<file path="src/rtl/control_decode_pkg.sv">
// Shared types for the RV32 decode queue: the packed control word, opcode map,
// ALU/operand/writeback selectors and the serialisation predicate.
package control_decode_pkg;

  localparam logic [31:0] HALT_INSN = 32'hFFFF_FFFF;

  localparam logic [6:0] OPC_LUI      = 7'b0110111;
  localparam logic [6:0] OPC_AUIPC    = 7'b0010111;
  localparam logic [6:0] OPC_JAL      = 7'b1101111;
  localparam logic [6:0] OPC_JALR     = 7'b1100111;
  localparam logic [6:0] OPC_BRANCH   = 7'b1100011;
  localparam logic [6:0] OPC_LOAD     = 7'b0000011;
  localparam logic [6:0] OPC_STORE    = 7'b0100011;
  localparam logic [6:0] OPC_OP_IMM   = 7'b0010011;
  localparam logic [6:0] OPC_OP       = 7'b0110011;
  localparam logic [6:0] OPC_MISC_MEM = 7'b0001111;
  localparam logic [6:0] OPC_SYSTEM   = 7'b1110011;
  localparam logic [6:0] OPC_LOAD_FP  = 7'b0000111;
  localparam logic [6:0] OPC_STORE_FP = 7'b0100111;
  localparam logic [6:0] OPC_OP_FP    = 7'b1010011;

  typedef enum logic [3:0] {
    ALU_ADD, ALU_SUB, ALU_SLL, ALU_SLT, ALU_SLTU,
    ALU_XOR, ALU_SRL, ALU_SRA, ALU_OR, ALU_AND
  } alu_op_t;

  typedef enum logic [1:0] {A_RS1, A_PC, A_ZERO} alu_a_sel_t;
  typedef enum logic       {B_RS2, B_IMM} alu_b_sel_t;
  typedef enum logic [1:0] {W_ALU, W_MEM, W_PC4, W_CSR} w_sel_t;

  typedef struct packed {
    logic [6:0]  opcode;
    logic [4:0]  rd;
    logic [4:0]  rs1;
    logic [4:0]  rs2;
    logic [31:0] imm;
    logic        imm_shamt_sel;
    logic [4:0]  shamt;
    alu_op_t     alu_op;
    alu_a_sel_t  alu_a_sel;
    alu_b_sel_t  alu_b_sel;
    w_sel_t      w_sel;
    logic [2:0]  load_type;
    logic [2:0]  branch_type;
    logic        dwen;
    logic        dren;
    logic        wen;
    logic        branch;
    logic        jump;
    logic        j_sel;
    logic        csr_swap;
    logic        csr_set;
    logic        csr_clr;
    logic        csr_imm;
    logic        csr_rw_valid;
    logic [11:0] csr_addr;
    logic [4:0]  zimm;
    logic        ret_insn;
    logic        ecall_insn;
    logic        breakpoint;
    logic        ifence;
    logic        illegal_insn;
    logic        halt;
    logic        serial;
    logic        fpu_en;
    logic [4:0]  fpu_op;
    logic        f_wen;
    logic        f_load;
    logic        f_store;
  } ctrl_word_t;

  // alt selects SUB/SRA, driven by instr[30] where the encoding allows it.
  function automatic alu_op_t alu_from_funct3(input logic [2:0] f3, input logic alt);
    alu_op_t op;
    op = ALU_ADD;
    case (f3)
      3'b000:  op = alt ? ALU_SUB : ALU_ADD;
      3'b001:  op = ALU_SLL;
      3'b010:  op = ALU_SLT;
      3'b011:  op = ALU_SLTU;
      3'b100:  op = ALU_XOR;
      3'b101:  op = alt ? ALU_SRA : ALU_SRL;
      3'b110:  op = ALU_OR;
      default: op = ALU_AND;
    endcase
    return op;
  endfunction

  function automatic logic is_serial(input ctrl_word_t c);
    return c.csr_swap | c.csr_set | c.csr_clr | c.ecall_insn | c.breakpoint |
           c.ret_insn | c.ifence | c.illegal_insn | c.halt;
  endfunction

endpackage

</file>
<file path="src/rtl/rv32_ctrl_decoder.sv">
// Combinational RV32I (+ optional F load/store/op) decoder producing one ctrl_word_t
// per instruction word; side effects are suppressed for illegal encodings.
module rv32_ctrl_decoder
  import control_decode_pkg::*;
#(
  parameter bit ENABLE_FPU = 1'b0
) (
  input  logic [31:0] instr,
  output ctrl_word_t  ctrl
);

  logic [2:0]  funct3;
  logic [6:0]  funct7;
  logic [31:0] imm_i, imm_s, imm_b, imm_u, imm_j;

  assign funct3 = instr[14:12];
  assign funct7 = instr[31:25];
  assign imm_i  = {{20{instr[31]}}, instr[31:20]};
  assign imm_s  = {{20{instr[31]}}, instr[31:25], instr[11:7]};
  assign imm_b  = {{20{instr[31]}}, instr[7], instr[30:25], instr[11:8], 1'b0};
  assign imm_u  = {instr[31:12], 12'b0};
  assign imm_j  = {{12{instr[31]}}, instr[19:12], instr[20], instr[30:21], 1'b0};

  always_comb begin
    // NOTE: the whole word is defaulted before the case so no field is left unassigned on any path (no latches).
    ctrl        = '0;
    ctrl.opcode = instr[6:0];
    ctrl.rd     = instr[11:7];
    ctrl.rs1    = instr[19:15];
    ctrl.rs2    = instr[24:20];
    ctrl.shamt  = instr[24:20];
    ctrl.zimm   = instr[19:15];

    case (instr[6:0])
      OPC_LUI: begin
        ctrl.imm = imm_u; ctrl.alu_a_sel = A_ZERO; ctrl.alu_b_sel = B_IMM; ctrl.wen = 1'b1;
      end
      OPC_AUIPC: begin
        ctrl.imm = imm_u; ctrl.alu_a_sel = A_PC; ctrl.alu_b_sel = B_IMM; ctrl.wen = 1'b1;
      end
      OPC_JAL: begin
        ctrl.imm = imm_j; ctrl.jump = 1'b1; ctrl.wen = 1'b1; ctrl.w_sel = W_PC4;
        ctrl.alu_a_sel = A_PC; ctrl.alu_b_sel = B_IMM;
      end
      OPC_JALR: begin
        ctrl.imm = imm_i; ctrl.jump = 1'b1; ctrl.j_sel = 1'b1; ctrl.wen = 1'b1;
        ctrl.w_sel = W_PC4; ctrl.alu_b_sel = B_IMM;
        ctrl.illegal_insn = (funct3 != 3'b000);
      end
      OPC_BRANCH: begin
        ctrl.imm = imm_b; ctrl.branch = 1'b1; ctrl.branch_type = funct3; ctrl.alu_op = ALU_SUB;
        ctrl.illegal_insn = (funct3[2:1] == 2'b01);
      end
      OPC_LOAD: begin
        ctrl.imm = imm_i; ctrl.dren = 1'b1; ctrl.wen = 1'b1; ctrl.w_sel = W_MEM;
        ctrl.alu_b_sel = B_IMM; ctrl.load_type = funct3;
        ctrl.illegal_insn = (funct3 == 3'b011) || (funct3[2:1] == 2'b11);
      end
      OPC_STORE: begin
        ctrl.imm = imm_s; ctrl.dwen = 1'b1; ctrl.alu_b_sel = B_IMM; ctrl.load_type = funct3;
        ctrl.illegal_insn = funct3[2] || (funct3[1:0] == 2'b11);
      end
      OPC_OP_IMM: begin
        ctrl.imm = imm_i; ctrl.alu_b_sel = B_IMM; ctrl.wen = 1'b1;
        ctrl.alu_op = alu_from_funct3(funct3, (funct3 == 3'b101) && instr[30]);
        if (funct3[1:0] == 2'b01) begin
          ctrl.imm_shamt_sel = 1'b1;
          ctrl.illegal_insn  = (funct7 != 7'b0) && !((funct3 == 3'b101) && (funct7 == 7'b0100000));
        end
      end
      OPC_OP: begin
        ctrl.wen    = 1'b1;
        ctrl.alu_op = alu_from_funct3(funct3, instr[30]);
        ctrl.illegal_insn = !((funct7 == 7'b0) ||
                              ((funct7 == 7'b0100000) && ((funct3 == 3'b000) || (funct3 == 3'b101))));
      end
      OPC_MISC_MEM: begin
        ctrl.ifence       = (funct3 == 3'b001);
        ctrl.illegal_insn = (funct3[2:1] != 2'b00);
      end
      OPC_SYSTEM: begin
        if (funct3 == 3'b000) begin
          if (instr[19:7] != '0) ctrl.illegal_insn = 1'b1;
          else begin
            case (instr[31:20])
              12'h000:          ctrl.ecall_insn   = 1'b1;
              12'h001:          ctrl.breakpoint   = 1'b1;
              12'h102, 12'h302: ctrl.ret_insn     = 1'b1;
              default:          ctrl.illegal_insn = 1'b1;
            endcase
          end
        end else if (funct3 == 3'b100) begin
          ctrl.illegal_insn = 1'b1;
        end else begin
          ctrl.csr_swap     = (funct3[1:0] == 2'b01);
          ctrl.csr_set      = (funct3[1:0] == 2'b10);
          ctrl.csr_clr      = (funct3[1:0] == 2'b11);
          ctrl.csr_imm      = funct3[2];
          ctrl.csr_addr     = instr[31:20];
          ctrl.csr_rw_valid = ctrl.csr_swap || (ctrl.zimm != '0);
          ctrl.w_sel        = W_CSR;
          ctrl.wen          = 1'b1;
        end
      end
      OPC_LOAD_FP: begin
        if (ENABLE_FPU && (funct3 == 3'b010)) begin
          ctrl.imm = imm_i; ctrl.dren = 1'b1; ctrl.f_load = 1'b1; ctrl.f_wen = 1'b1;
          ctrl.alu_b_sel = B_IMM; ctrl.w_sel = W_MEM;
        end else ctrl.illegal_insn = 1'b1;
      end
      OPC_STORE_FP: begin
        if (ENABLE_FPU && (funct3 == 3'b010)) begin
          ctrl.imm = imm_s; ctrl.dwen = 1'b1; ctrl.f_store = 1'b1; ctrl.alu_b_sel = B_IMM;
        end else ctrl.illegal_insn = 1'b1;
      end
      OPC_OP_FP: begin
        if (ENABLE_FPU) begin
          ctrl.fpu_en = 1'b1; ctrl.fpu_op = instr[31:27]; ctrl.f_wen = 1'b1;
        end else ctrl.illegal_insn = 1'b1;
      end
      default: ctrl.illegal_insn = 1'b1;
    endcase

    // An illegal word must not write state; it only traps once it reaches execute.
    if (ctrl.illegal_insn) begin
      ctrl.wen = 1'b0; ctrl.dwen = 1'b0; ctrl.dren = 1'b0; ctrl.f_wen = 1'b0;
      ctrl.branch = 1'b0; ctrl.jump = 1'b0; ctrl.csr_rw_valid = 1'b0;
    end
    if (ctrl.rd == '0) ctrl.wen = 1'b0;
    ctrl.halt   = (instr == HALT_INSN);
    ctrl.serial = is_serial(ctrl);
  end

endmodule

</file>
<file path="src/rtl/control_decode_queue.sv">
// Decode-and-buffer stage between fetch and execute: decodes on enqueue, holds up to
// DEPTH entries, and stalls fetch while a serialising instruction is in flight.
module control_decode_queue
  import control_decode_pkg::*;
#(
  parameter  int DEPTH      = 4,
  parameter  bit ENABLE_FPU = 1'b0,
  localparam int CNT_W      = $clog2(DEPTH + 1)
) (
  input  logic             CLK,
  input  logic             nRST,
  input  logic             flush,
  input  logic             in_valid,
  output logic             in_ready,
  input  logic [31:0]      in_instr,
  input  logic [31:0]      in_pc,
  output logic             out_valid,
  input  logic             out_ready,
  output logic [31:0]      out_pc,
  output ctrl_word_t       out_ctrl,
  output logic [CNT_W-1:0] occupancy,
  output logic             serial_pending
);

  localparam int               PTR_W    = $clog2(DEPTH);
  localparam logic [CNT_W-1:0] FULL_CNT = CNT_W'(DEPTH);

  ctrl_word_t       dec_ctrl;
  ctrl_word_t       ctrl_mem [DEPTH];
  logic [31:0]      pc_mem   [DEPTH];
  logic [PTR_W-1:0] wr_ptr, rd_ptr;
  logic [CNT_W-1:0] count;
  logic             serial_q;
  logic             enq, deq;

  rv32_ctrl_decoder #(.ENABLE_FPU(ENABLE_FPU)) u_decoder (
    .instr (in_instr),
    .ctrl  (dec_ctrl)
  );

  // Ready never looks at out_ready, so there is no combinational path fetch <-> execute.
  assign in_ready       = (count < FULL_CNT) && !serial_q && !flush;
  assign out_valid      = (count != '0);
  assign enq            = in_valid && in_ready;
  assign deq            = out_valid && out_ready;
  assign out_ctrl       = ctrl_mem[rd_ptr];
  assign out_pc         = pc_mem[rd_ptr];
  assign occupancy      = count;
  assign serial_pending = serial_q;

  always_ff @(posedge CLK or negedge nRST) begin
    // NOTE: state registers use non-blocking assignments so every flop samples pre-edge values.
    if (!nRST) begin
      wr_ptr   <= '0;
      rd_ptr   <= '0;
      count    <= '0;
      serial_q <= 1'b0;
    end else if (flush) begin
      wr_ptr   <= '0;
      rd_ptr   <= '0;
      count    <= '0;
      serial_q <= 1'b0;
    end else begin
      if (enq) wr_ptr <= wr_ptr + PTR_W'(1);
      if (deq) rd_ptr <= rd_ptr + PTR_W'(1);
      case ({enq, deq})
        2'b10:   count <= count + CNT_W'(1);
        2'b01:   count <= count - CNT_W'(1);
        default: ;
      endcase
      // At most one serialising entry can be queued, so its departure always clears the block.
      if (deq && out_ctrl.serial)      serial_q <= 1'b0;
      else if (enq && dec_ctrl.serial) serial_q <= 1'b1;
    end
  end

  always_ff @(posedge CLK or negedge nRST) begin
    // NOTE: the array is reset because the head is read straight out of it and must show zero out of reset.
    if (!nRST) begin
      for (int i = 0; i < DEPTH; i++) begin
        ctrl_mem[i] <= '0;
        pc_mem[i]   <= '0;
      end
    end else if (enq) begin
      ctrl_mem[wr_ptr] <= dec_ctrl;
      pc_mem[wr_ptr]   <= in_pc;
    end
  end

endmodule

</file>
<file path="config.mk">
export PLATFORM = sky130hd
export DESIGN_NAME = control_decode_queue
export DESIGN_NICKNAME = d
export VERILOG_FILES = /design/src/rtl/control_decode_pkg.sv /design/src/rtl/rv32_ctrl_decoder.sv /design/src/rtl/control_decode_queue.sv
export SDC_FILE = /design/constraint.sdc
export NUM_CORES = 1
export LEC_CHECK = 0
export BUFFER_PORTS_ARGS = -buffer_cell sky130_fd_sc_hd__buf_2
export CAP_MARGIN = 20
export CORE_MARGIN = 5
export CORE_UTILIZATION = 51
export CTS_CLUSTER_SIZE = 14
export DETAILED_ROUTE_END_ITERATION = 7
export GPL_TIMING_DRIVEN = 1
export PLACE_DENSITY = 0.73
export REMOVE_ABC_BUFFERS = 1
export SLEW_MARGIN = 20
export SYNTH_ARGS = -nofsm -noshare
export SYNTH_HDL_FRONTEND = slang
export SYNTH_SLANG_ARGS = --single-unit
</file>
<file path="constraint.sdc">
create_clock -name CLK -period 2.65 [get_ports CLK]
set_clock_uncertainty 0.2 [all_clocks]
set_input_delay 0.795 -clock CLK [delete_from_list [all_inputs] [get_ports CLK]]
set_output_delay 0.795 -clock CLK [all_outputs]
set_load 0.1 [all_outputs]
</file>
# Yosys cells after proc, flatten, opt, wreduce, memory -nomap -nowiden
# Cells that the tools add are included.
dict set report word_totals {
  regBits 612
  input_bits 69
  out_inout_bits 157
}
dict set report classes {
  n_addsub 4
  n_lt_le_gt_ge 4
  n_eq_ne 29
  n_mux 65
  bitwise_logic 10
  reduce_logical 44
}
# cell count
set op_table {}
lappend op_table {{476-bit bitwise mux} 1}
lappend op_table {{119-bit 2-to-1 mux} 3}
lappend op_table {{119-bit binary-select mux with 2-bit select} 1}
lappend op_table {{119-bit demux with 2-bit select} 1}
lappend op_table {{32-bit one-hot mux with 5 select lines} 1}
lappend op_table {{128-bit bitwise mux} 1}
lappend op_table {{32-bit 2-to-1 mux} 3}
lappend op_table {{32-bit binary-select mux with 2-bit select} 1}
lappend op_table {{32-bit demux with 2-bit select} 1}
lappend op_table {{4-bit one-hot mux with 7 select lines} 2}
lappend op_table {{17-bit 2-to-1 mux} 3}
lappend op_table {{32-bit == test (second input constant)} 1}
lappend op_table {{7-bit by 6-bit == test with 1-bit output (second input constant)} 4}
lappend op_table {{7-bit == test (second input constant)} 4}
lappend op_table {{1-bit 2-to-1 mux} 28}
lappend op_table {{3-bit 2-to-1 mux} 6}
lappend op_table {{7-bit by 5-bit == test with 1-bit output (second input constant)} 2}
lappend op_table {{7-bit OR reduction} 2}
lappend op_table {{13-bit nonzero test} 1}
lappend op_table {{12-bit by 1-bit == test with 1-bit output (second input constant)} 1}
lappend op_table {{12-bit by 10-bit == test with 1-bit output (second input constant)} 1}
lappend op_table {{12-bit by 9-bit == test with 1-bit output (second input constant)} 1}
lappend op_table {{12-bit zero test} 1}
lappend op_table {{2-bit 2-to-1 mux} 6}
lappend op_table {{other kinds (35)} 80}

# Longest topological paths before layout
dict set report logic_depth {
  depth_word 17
  depth_mapped 9
}

# Modules after synthesis
# A second synthesis with hierarchy kept.
dict set report hier_totals {
  hier_cells 1750
  area_unflattened_um2 27868.0
}
# module instances cells_each area_per_inst_um2
set by_module_without_submodules {}
lappend by_module_without_submodules {control_decode_queue 1 1514 26289.0}
lappend by_module_without_submodules {rv32_ctrl_decoder 1 236 1579.0}

# Worst setup path before layout
# Ideal clock, no wire load.
dict set report synth_timing {
  kind {input -> output}
  start {input port flush}
  end {output port in_ready}
  t_arrival_ps 3030
  required_ps 1655
  path_slack_ps -1375
  stages 2
  n_path_buf 1
  cell_sequence {buf_2 nor3_1}
}
dict set report synth_between {
  elab_chain_cells 2
}
# item line
set synth_lines {}
lappend synth_lines {{from (decl)} control_decode_queue.sv:12} ;# input logic flush,
lappend synth_lines {{1-bit zero test} control_decode_queue.sv:42} ;# assign in_ready = (count < FULL_CNT) && !serial_q && !flush;
lappend synth_lines {{1-bit logical AND} control_decode_queue.sv:42}
lappend synth_lines {{to (decl)} control_decode_queue.sv:14} ;# output logic in_ready,
# No other way between the ends.

==> qor.log <==
INFO  run_status     status=finished with violations
INFO  run_status     violations_in_the_final_reports=setup timing
INFO  sta            final-max-slew-violation-count=0
INFO  sta            finalCritPeriodShare=123%
INFO  placed_design  post-dp-hpwl=39,500um
INFO  final_layout   nNetsFinal=2,240
INFO  yosys          synth_top_area_share=56.6%
INFO  global_route   grt.total_usage=24.1%
INFO  sta            timing_worst_slew_pin_value=0.947ns
INFO  route          number_of_iterations_in_the_first_detailed_routing_pass=6
INFO  yosys          post_synth_num_cell_types=63
INFO  final_layout   most-common-layout-cells=sky130_fd_sc_hd__dfrtp_1 (533), sky130_fd_sc_hd__nand2_1 (360), sky130_fd_sc_hd__o21ai_0 (320)
INFO  route          route.detailed.wl_per_inst=21.7um
INFO  sta            count_of_final_setup_violators=142
INFO  sta            final-hold-violation-count=0
INFO  worst_setup_path critPathArrivalTime=2.25ns
INFO  yosys          synth_compound_area_share=8.99%
INFO  clocking       clk_latency=0.59ns
INFO  final_layout   leading_cell_type_in_the_layout_fill_and_taps_excluded=sky130_fd_sc_hd__dfrtp_1
INFO  route          antenna_nets_post_route=0
INFO  route          initialDrtViolationCount=1,046
INFO  yosys          synth-edff-count=0
INFO  yosys          post_synth_fa_ha_maj_area_fraction=0.296%
INFO  yosys          synth_top_family_by_area=multiplexers
INFO  floorplanning  horizontal_extent_of_the_die=226um
INFO  floorplanning  design.core.area=46,300um2
INFO  run            maxCapViolations=0
INFO  clocking       cts-root-to-sink-buffers=3
INFO  yosys          synth_flop_cell=sky130_fd_sc_hd__dfrtp_1
INFO  placed_design  globalplace.congestion=0.850
INFO  route          detail_route.wirelength=61,100um
INFO  yosys          yosys_register_bits=536
INFO  clocking       tritoncts=yes
INFO  worst_setup_path worst-endpoint-required=1.66ns
INFO  sta            final.min_clock_period=3.25ns
INFO  placed_design  io_buffers=216
INFO  sta            fin_ws=-0.599ns
INFO  sta            worst_hold_slack=0.265ns
INFO  final_layout   layout.area.seq=13,400um2
INFO  power_and_ir_drop finalPower=34,000uW
INFO  power_and_ir_drop static_leakage=0.0132uW
INFO  clocking       cts.sinks=536
INFO  final_layout   multi_input_comb_area=9530um2
INFO  yosys          yosys.area_share.simple=8.14%
INFO  final_layout   drive_above_1_share=36.4%
INFO  floorplanning  pin_count=226
INFO  floorplanning  floorplan.initialDensity=51.2%
INFO  sta            max-slew-margin-rel=36.4%
INFO  final_layout   area.growth.synth_to_final=24.7%
INFO  yosys          synth.cell_area=23,700um2
INFO  floorplanning  die_area=50,900um2
INFO  route          vias_per_cell=5.76
INFO  global_route   grt_max_degree=107
INFO  worst_setup_path cp-start-kind=flip-flop
INFO  yosys          syn_inst=1,910
INFO  power_and_ir_drop power_per_cell_area=1150nW/um2
INFO  yosys          yosys_warnings=0
INFO  yosys          synth_area_leaders=sky130_fd_sc_hd__dfrtp_1 (57%), sky130_fd_sc_hd__mux4_2 (13%), sky130_fd_sc_hd__mux2_2 (9.7%)
INFO  yosys          synthArstFlopShare=100%
INFO  clocking       tritoncts.num_buffers=54
INFO  sta            maxClockFrequency=308MHz
INFO  worst_setup_path timing_worst_setup_path_type=flip-flop to output pin
INFO  yosys          syn_area_per_cell=12.4um2
INFO  floorplanning  die_y=226um
INFO  final_layout   fillerInstances=3,375
INFO  sta            unrepaired_setup_endpoints_after_global_routing=yes
INFO  clocking       cts_max_level=2
INFO  global_route   grt-ovfl-total=0
INFO  clocking       clkSlewWorstSetupHoldPaths=0.06ns
INFO  yosys          synth_top_cell_by_area=sky130_fd_sc_hd__dfrtp_1
INFO  min_path       hold_class=input pin to flip-flop
INFO  global_route   grt_pass1_vias=17,200
INFO  floorplanning  num_rows=79
INFO  final_layout   finish.utilization=63.9%
INFO  clocking       cts-root-buf=sky130_fd_sc_hd__clkbuf_16
INFO  yosys          synth.yosys.seq_area_share=56.6%
INFO  route          post-route-drc-count=0
INFO  global_route   first_pass_grt_wire_length=96,600um
INFO  yosys          synthMuxAreaShare=22.3%
INFO  worst_setup_path path_max_fanout=11
INFO  worst_setup_path endpoint_type_of_the_worst_setup_path=output pin
INFO  yosys          synth-xor-area-share=0.222%
INFO  route          via_count_of_the_routed_design=16,200
INFO  global_route   antenna_found_initial=4
INFO  power_and_ir_drop ir_worst_vdd=1300uV
-- cells by family (layout without fill, tap and decap cells) --
family,Yosys count,after routing
buf+inv,182,471
other cells,1,11
xor+xnor,6,6
simple gates,455,455
fa+ha+maj,5,5
compound gates,388,388
mux,337,337
flops,536,536
-- per-stage QoR --
stage	instance area, um2	setup TNS, ns	cells	worst slack, ns
floorplan	23000	-2258.47	1750	-4.88
global placement	26600	-9.16	2698	-0.289
detailed placement	26600	-12.72	2698	-0.323
CTS	29300	-78.28	2804	-0.642
global route	29500	-81.86	2816	-0.649
finish	29500	-72.70	2816	-0.599
-- what timing repair did --
item | 4_1_cts | 5_1_grt
setup endpoints to repair | 143 | 143
gates cloned | 2 | 2
hold endpoints to repair | 32 | 0
gates resized for setup | 280 | 23
hold buffers | 1 | 0
buffers inserted | 6 | 9
-- critical path, stage by stage, from the launching register on --
cell                      delay [ns]
sky130_fd_sc_hd__dfrtp_4        0.50
sky130_fd_sc_hd__buf_12         0.18
sky130_fd_sc_hd__buf_12         0.14
sky130_fd_sc_hd__mux4_2         0.60
sky130_fd_sc_hd__buf_12         0.21
-- area by class of cell --
| class | count | area share [%] |
|---|---|---|
| sequential | 536 | 45.4 |
| multi-input combinational | 1200 | 32.3 |
| timing repair buffer | 360 | 13.7 |
| clock buffer | 80 | 5.42 |
| tap | 607 | 2.57 |
| clock inverter | 17 | 0.398 |
| inverter | 14 | 0.178 |
| antenna | 2 | 0.0169 |
-- power breakdown --
| part | total, uW | internal (uW) | switching [uW] |
|---|---|---|---|
| Clock | 7390 | 4260 | 3140 |
| Sequential | 11200 | 10100 | 1020 |
| Combinational | 15400 | 5500 | 9940 |
| Total | 34000 | 19900 | 14100 |
-- cell usage after synthesis, types with 2 or more instances --
library cell               number
sky130_fd_sc_hd__xor2_1         3
sky130_fd_sc_hd__a21oi_1       17
sky130_fd_sc_hd__ha_1           4
sky130_fd_sc_hd__nor2b_1        3
sky130_fd_sc_hd__mux2_2       204
sky130_fd_sc_hd__or4_4          3
sky130_fd_sc_hd__o21a_1        12
sky130_fd_sc_hd__nor2_1        22
sky130_fd_sc_hd__and2_1         3
sky130_fd_sc_hd__buf_2         27
sky130_fd_sc_hd__mux4_2       132
sky130_fd_sc_hd__o21ai_1        2
sky130_fd_sc_hd__nor4_1         2
sky130_fd_sc_hd__a22oi_1        5
sky130_fd_sc_hd__a22o_1         5
sky130_fd_sc_hd__xnor2_1        3
sky130_fd_sc_hd__nand3b_1       3
sky130_fd_sc_hd__nor3_1        11
sky130_fd_sc_hd__or3_1          3
sky130_fd_sc_hd__nand3_1       11
sky130_fd_sc_hd__dfrtp_1      536
sky130_fd_sc_hd__nand2_1      364
sky130_fd_sc_hd__inv_1         14
sky130_fd_sc_hd__nand2b_1       3
sky130_fd_sc_hd__o31ai_2        8
sky130_fd_sc_hd__buf_1         10
sky130_fd_sc_hd__and3_1         5
sky130_fd_sc_hd__a211oi_1       4
sky130_fd_sc_hd__buf_4         21
sky130_fd_sc_hd__buf_6          2
sky130_fd_sc_hd__o21ai_0      320
sky130_fd_sc_hd__nor3b_1        3
sky130_fd_sc_hd__clkbuf_1     107
sky130_fd_sc_hd__o31ai_1        2
sky130_fd_sc_hd__nand4_1        7
sky130_fd_sc_hd__a32o_1         2
-- sequential cells by signal (all words and copies together) (netlist names) --
| name | count |
|---|---|
| occupancy | 3 |
| wr_ptr | 2 |
| ctrl_mem | 400 |
| pc_mem | 128 |
| rd_ptr | 2 |
| serial_pending | 1 |
-- metal layers --
metal,share of wire [%],GRT usage [%],vias up
met1,41,33.0,8272
met2,48,38.3,503
met4,3.6,9.00,4
li1,-,-,7308
met3,6.6,5.30,127
met5,0.052,0,-
-- worst paths after layout --
check,startpoint,slack [ns],cells past startpoint,to
max in group asynchronous,nRST,0.93,3,pc_mem[67]
worst max-delay path,rd_ptr[0],-0.60,4,out_ctrl[102]
worst min-delay path,in_pc[25],0.27,2,pc_mem[25]
min in group asynchronous,nRST,0.50,2,ctrl_mem[166]
worst max register to register,occupancy[0],0.35,8,occupancy[2]
worst min register to register,ctrl_mem[143],0.28,2,ctrl_mem[143]
Power figures use the tool's default switching activity.
